## src/rtl/d_branch_ctrl_pkg.sv

```systemverilog
// Shared constants for the D-stage branch controller: compare selects,
// FSM state encoding, PC increment and the branch-offset helper.
package d_branch_ctrl_pkg;

  localparam logic [2:0]  BEQ_CMP = 3'b000;
  localparam logic [2:0]  BNE_CMP = 3'b001;
  localparam logic [31:0] PC_INC  = 32'd4;

  typedef enum logic [1:0] {
    ST_IDLE = 2'b00,
    ST_WAIT = 2'b01,
    ST_SLOT = 2'b10
  } br_state_e;

  // Word offset: sign-extend the 16-bit immediate and scale by 4.
  function automatic logic [31:0] br_offset(input logic [15:0] imm);
    return {{14{imm[15]}}, imm, 2'b00};
  endfunction

endpackage

```

## src/rtl/d_branch_ctrl_cmp.sv

```systemverilog
// Branch operand comparator: BNE is taken on inequality, every other select
// (BEQ and the unused encodings) is taken on equality.
module d_br_cmp
  import d_branch_ctrl_pkg::*;
(
  input  logic [31:0] op_a,
  input  logic [31:0] op_b,
  input  logic [2:0]  cmp_sel,
  output logic        taken
);

  always_comb begin
    taken = (op_a == op_b);
    if (cmp_sel == BNE_CMP) taken = (op_a != op_b);
  end

endmodule

```

## src/rtl/d_branch_ctrl.sv

```systemverilog
// D-stage branch resolution: waits for operands (bounded by MAX_WAIT), then
// redirects for one SLOT cycle. Optional statistics under D_BRANCH_STAT_EN.
module d_branch_ctrl
  import d_branch_ctrl_pkg::*;
#(
  parameter int unsigned MAX_WAIT = 4
) (
  input  logic        clk,
  input  logic        reset_n,
  input  logic        D_br_valid,
  input  logic [2:0]  s_D_cmp,
  input  logic [31:0] D_Rdata1,
  input  logic [31:0] D_Rdata2,
  input  logic        D_rs_ready,
  input  logic        D_rt_ready,
  input  logic [31:0] D_pc,
  input  logic [15:0] D_imm16,
  output logic        D_stall,
  output logic        npc_sel,
  output logic [31:0] D_npc,
  output logic        D_br_err
`ifdef D_BRANCH_STAT_EN
  ,
  output logic [31:0] br_cnt,
  output logic [31:0] taken_cnt,
  output logic [31:0] stall_cnt
`endif
);

  localparam logic [3:0] MAX_W = 4'(MAX_WAIT);

  br_state_e   state, state_nx;
  logic [3:0]  wait_cnt, wait_cnt_nx;
  logic        taken_q, taken_nx;
  logic [31:0] tgt_q, tgt_nx;
  logic        err_q, err_nx;
  logic        cmp_taken;
  logic        both_ready;
  logic [31:0] tgt_calc;

  assign both_ready = D_rs_ready && D_rt_ready;
  assign tgt_calc   = D_pc + PC_INC + br_offset(D_imm16);

  d_br_cmp u_cmp (
    .op_a    (D_Rdata1),
    .op_b    (D_Rdata2),
    .cmp_sel (s_D_cmp),
    .taken   (cmp_taken)
  );

  always_ff @(posedge clk or negedge reset_n) begin
    if (!reset_n) begin
      state    <= ST_IDLE;
      wait_cnt <= '0;
      taken_q  <= 1'b0;
      tgt_q    <= '0;
      err_q    <= 1'b0;
    end else begin
      state    <= state_nx;
      wait_cnt <= wait_cnt_nx;
      taken_q  <= taken_nx;
      tgt_q    <= tgt_nx;
      err_q    <= err_nx;
    end
  end

  always_comb begin
    state_nx    = state;
    wait_cnt_nx = wait_cnt;
    taken_nx    = taken_q;
    tgt_nx      = tgt_q;
    err_nx      = 1'b0;
    D_stall     = 1'b0;
    case (state)
      ST_IDLE: begin
        if (D_br_valid) begin
          if (both_ready) begin
            taken_nx = cmp_taken;
            tgt_nx   = tgt_calc;
            state_nx = ST_SLOT;
          end else begin
            D_stall     = 1'b1;
            wait_cnt_nx = 4'd1;
            state_nx    = ST_WAIT;
          end
        end
      end
      ST_WAIT: begin
        // Flush takes priority; ready operands win over an expiring counter.
        if (!D_br_valid) begin
          wait_cnt_nx = '0;
          state_nx    = ST_IDLE;
        end else if (both_ready) begin
          taken_nx    = cmp_taken;
          tgt_nx      = tgt_calc;
          wait_cnt_nx = '0;
          state_nx    = ST_SLOT;
        end else if (wait_cnt < MAX_W) begin
          D_stall     = 1'b1;
          wait_cnt_nx = wait_cnt + 4'd1;
        end else begin
          err_nx      = 1'b1;
          taken_nx    = 1'b0;
          tgt_nx      = tgt_calc;
          wait_cnt_nx = '0;
          state_nx    = ST_SLOT;
        end
      end
      ST_SLOT: begin
        err_nx   = D_br_valid;
        state_nx = ST_IDLE;
      end
      default: state_nx = ST_IDLE;
    endcase
  end

  assign npc_sel  = (state == ST_SLOT) && taken_q;
  assign D_npc    = tgt_q;
  assign D_br_err = err_q;

`ifdef D_BRANCH_STAT_EN
  logic resolved;
  assign resolved = D_br_valid && both_ready && (state != ST_SLOT);

  always_ff @(posedge clk or negedge reset_n) begin
    if (!reset_n) begin
      br_cnt    <= '0;
      taken_cnt <= '0;
      stall_cnt <= '0;
    end else begin
      if (resolved)              br_cnt    <= br_cnt + 32'd1;
      if (resolved && cmp_taken) taken_cnt <= taken_cnt + 32'd1;
      if (D_stall)               stall_cnt <= stall_cnt + 32'd1;
    end
  end
`endif

endmodule

```

## config.mk

```make
export PLATFORM = sky130hd
export DESIGN_NAME = d_branch_ctrl
export DESIGN_NICKNAME = d
export VERILOG_FILES = /design/src/rtl/d_branch_ctrl_pkg.sv /design/src/rtl/d_branch_ctrl_cmp.sv /design/src/rtl/d_branch_ctrl.sv
export SDC_FILE = /design/constraint.sdc
export NUM_CORES = 1
export LEC_CHECK = 0
export CORE_MARGIN = 5
export CORE_UTILIZATION = 43
export DETAILED_ROUTE_END_ITERATION = 16
export PLACE_DENSITY = 0.86
export SLEW_MARGIN = 10
export SYNTH_ARGS = -nofsm -noshare
export SYNTH_HDL_FRONTEND = slang
export SYNTH_SLANG_ARGS = --single-unit
```

## constraint.sdc

```tcl
create_clock -name clk -period 2.5 [get_ports clk]
set_clock_uncertainty 0.2 [all_clocks]
set_input_delay 0.375 -clock clk [delete_from_list [all_inputs] [get_ports clk]]
set_output_delay 0.375 -clock clk [all_outputs]
set_load 0.02 [all_outputs]
```

==> impl_metrics.ini <==
[logic_synthesis]
avgSynthCellArea_sq_um = 8.49
synth_edf_count = 0
synth_seq_area_share_pct = 25.8
yosysWarnings = 0
syn_area_sq_um = 3870
syn_nets = 638
synthCells = 456
synth_top_cell_by_area = dfrtp_1
synth_async_sr_flop_share_pct = 100
ys_types = 54
synth.area.top_cells = dfrtp_1 26%, ha_1 20%, xnor2_1 9.5%
synthFlopType = dfrtp_1
synth_top_area_share_pct = 25.8
ys_seq_elements = 40

[setup_path]
critical_path.cell_chain = buf_6 -> ha_4 -> ha_4 -> fa_2 -> a211oi_4 -> o21ai_2 -> o2111ai_4 -> o31ai_4 -> o21a_2 -> a2111o_1 -> nand3_1
endpoint = D_npc[29]
reg2reg_slack_ps = 110
critPathLaunchType = input port
r2r_cells = 9
cp_slowest_cell = fa_2
worstSetupStartpoint = D_pc[3]
worst_ep_required_time_ps = 2520
worstPathMaxFanout = 3
rr_endpoint = D_npc[29]
cp_data_arrival_time_ps = 2650
crit_cells = 11
crit_family = compound AO/OA/AOI/OAI gates
timing.rr.start = state[0]
critPathBufInv = 1
critPathKind = in -> reg
slowest_delay_ps = 400
end_kind = flop
crit_top_cell = ha_4

[final_layout]
fillCellCount = 438
fin_cells = 823
final_common_cell = clkdlybuf4s50_1
stdcell_area_sq_um = 7470
nNetsFinal = 896
multiInputGateArea_sq_um = 3770
n_antenna_cell = 0
final_util_pct = 85.2
area.sequential_sq_um = 1000
final_cell_mix = 110 x clkdlybuf4s50_1, 89 x buf_4, 58 x nand2_1
syn_to_final_growth_pct = 92.9
drive_above_1_share_pct = 33.8

[timing]
setup_ws_ps = -129
post-route-period-util_pct = 105
fin_setup_tns_ps = -479
min_period_ps = 2630
setup_violations = 8
relSlewSlack_pct = 69.5
tightestPinTransition_ps = 457
rsz0062_at_grt = true
fmax_ghz = 0.380
finalHoldViolCount = 0
final-max-slew-violation-count = 0

[clock_network]
path_clk_slew_ps = 80
clk_latency_ps = 300
h-tree-depth = 2
root_buffer = clkbuf_8
cts_tree = done
clock-sinks = 40
cts_buffers = 5
clockBufferDepth = 2

[power]
ir_drop_uv = 524
internal_power_uw = 2690
leakage_uw = 0.00311
power_density_nw_per_um2 = 629
p_comb_share_pct = 65.4
p_sw_share_pct = 42.8
pwr-share-clk_pct = 10.3
p_sw_uw = 2010
seq_power_share_pct = 24.3

[floorplanning]
boundaryPins = 155
die_h_microns = 105
start_util_pct = 44.2
core_area_sq_um = 8760
fp.dieW_microns = 105
core.rowCount = 34
dieArea_sq_um = 11000

[global_routing]
grt_pass1_vias = 5275
grt-ovfl-total = 0
grt_max_degree = 38
grt.total_usage_pct = 28.8
grt_first_pass_wirelength_microns = 26000
antenna_found_initial = 0

[placement]
postPlaceCellArea_sq_um = 6300
place_hpwl_microns = 10600
dpl.cell_count = 793
portBuffers = 154
gp_congestion = 0.883

[route]
drtPass1Iterations = 5
wl_microns = 17200
vias = 4896
avgViaCountPerCell = 5.95
drtIter0Drc = 335
drc_errors = 0
antenna_left = 0
routedWlPerCell_microns = 20.9

[outcome]
violations = negative setup slack
outcome = finished with violations

[run]
maxCapViolCount = 0

[min_path]
min_path_type = in -> reg
==> flip-flops by register name, indices dropped and copies added (netlist names) <==
register,count
wait_cnt,4
state,2
D_br_err,1
D_npc,32
taken_q,1
==> repair_timing <==
item                       CTS  global route
hold endpoints to repair    11             0
pin swaps                   65            44
resized for setup          159            69
setup buffers               17             6
setup endpoints to repair   23            21
gates cloned                 1             0
hold buffers                 1             0
==> through the flow <==
step	setup WS, ps	hold slack (ps)	total power [uW]
floorplan	-105	-121	2390
global placement	-732	61.4	3590
detailed placement	-821	66.6	3690
CTS	-124	251	4420
global route	-175	310	4940
finish	-129	281	4700
==> cell type report <==
cell class                      count  share of cell area, %
Clock inverter                      1                  0.101
Timing Repair Buffer              262                   32.4
Clock buffer                        7                   1.16
Tap cell                          108                   1.81
Multi-Input combinational cell    394                   50.5
Sequential cell                    40                   13.4
Inverter                           11                  0.586
==> worst min path at each step <==
stage	start	end	slack (ps)	cells past startpoint
5_1_grt	D_pc[2]	D_npc[2]	310	4
4_1_cts	D_pc[2]	D_npc[2]	250	4
6_report	D_pc[2]	D_npc[2]	280	4
3_5_place_dp	reset_n	D_npc[7]	70	1
3_3_place_gp	reset_n	D_npc[7]	60	1
2_1_floorplan	reset_n	D_br_err	-120	0
==> per-layer routing <==
layer / up-vias / global-route usage, % / routed length (microns) / part of all wire (%)
met5: - / 0 / 0 / 0
met4: 0 / 17.2 / 1260 / 7.3
met3: 114 / 4.07 / 1130 / 6.6
met2: 322 / 52.7 / 8810 / 51
met1: 2284 / 31.2 / 5990 / 35
li1: 2176 / - / - / -
==> power groups by stage <==
| stage | clock [uW] | sequential [uW] | combinational, uW |
|---|---|---|---|
| floorplan | 0 | 1420 | 969 |
| global placement | 0 | 1110 | 2470 |
| detailed placement | 0 | 1120 | 2560 |
| CTS | 477 | 1110 | 2830 |
| global route | 510 | 1170 | 3260 |
| finish | 485 | 1140 | 3070 |
==> Yosys cell counts, types with 3 or more instances <==
cell	instances
xor2_1	9
nand2b_1	4
nor2b_1	5
o21ai_1	10
nand4_1	12
nor3_1	8
nand2_1	62
clkbuf_1	10
o21a_1	4
xnor2_1	42
o21ai_0	32
nand4b_1	3
and2_1	5
ha_1	61
o31ai_1	3
nand3_1	16
a21oi_1	28
and3_1	3
a21o_1	10
o2111ai_1	3
dfrtp_1	40
inv_1	10
a31oi_1	4
o211ai_1	8
nor2_1	28
==> cell families (layout without fill, tap and decap cells) <==
group	count (synthesis)	in the layout	share of synthesized area, %
compound gates	126	126	21.2
xor+xnor	51	51	11.5
fa+ha+maj	62	62	20.2
buf+inv	22	281	2.23
flops	40	40	25.8
mux	2	2	0.582
simple gates	153	153	18.4
==> worst min-delay path, delay by kind of cell <==
family | cells | cell delay [ps]
fa+ha+maj | 1 | 120
compound gates | 1 | 90
buf+inv | 2 | 150
Note: power is estimated with default switching activity, not from simulation.
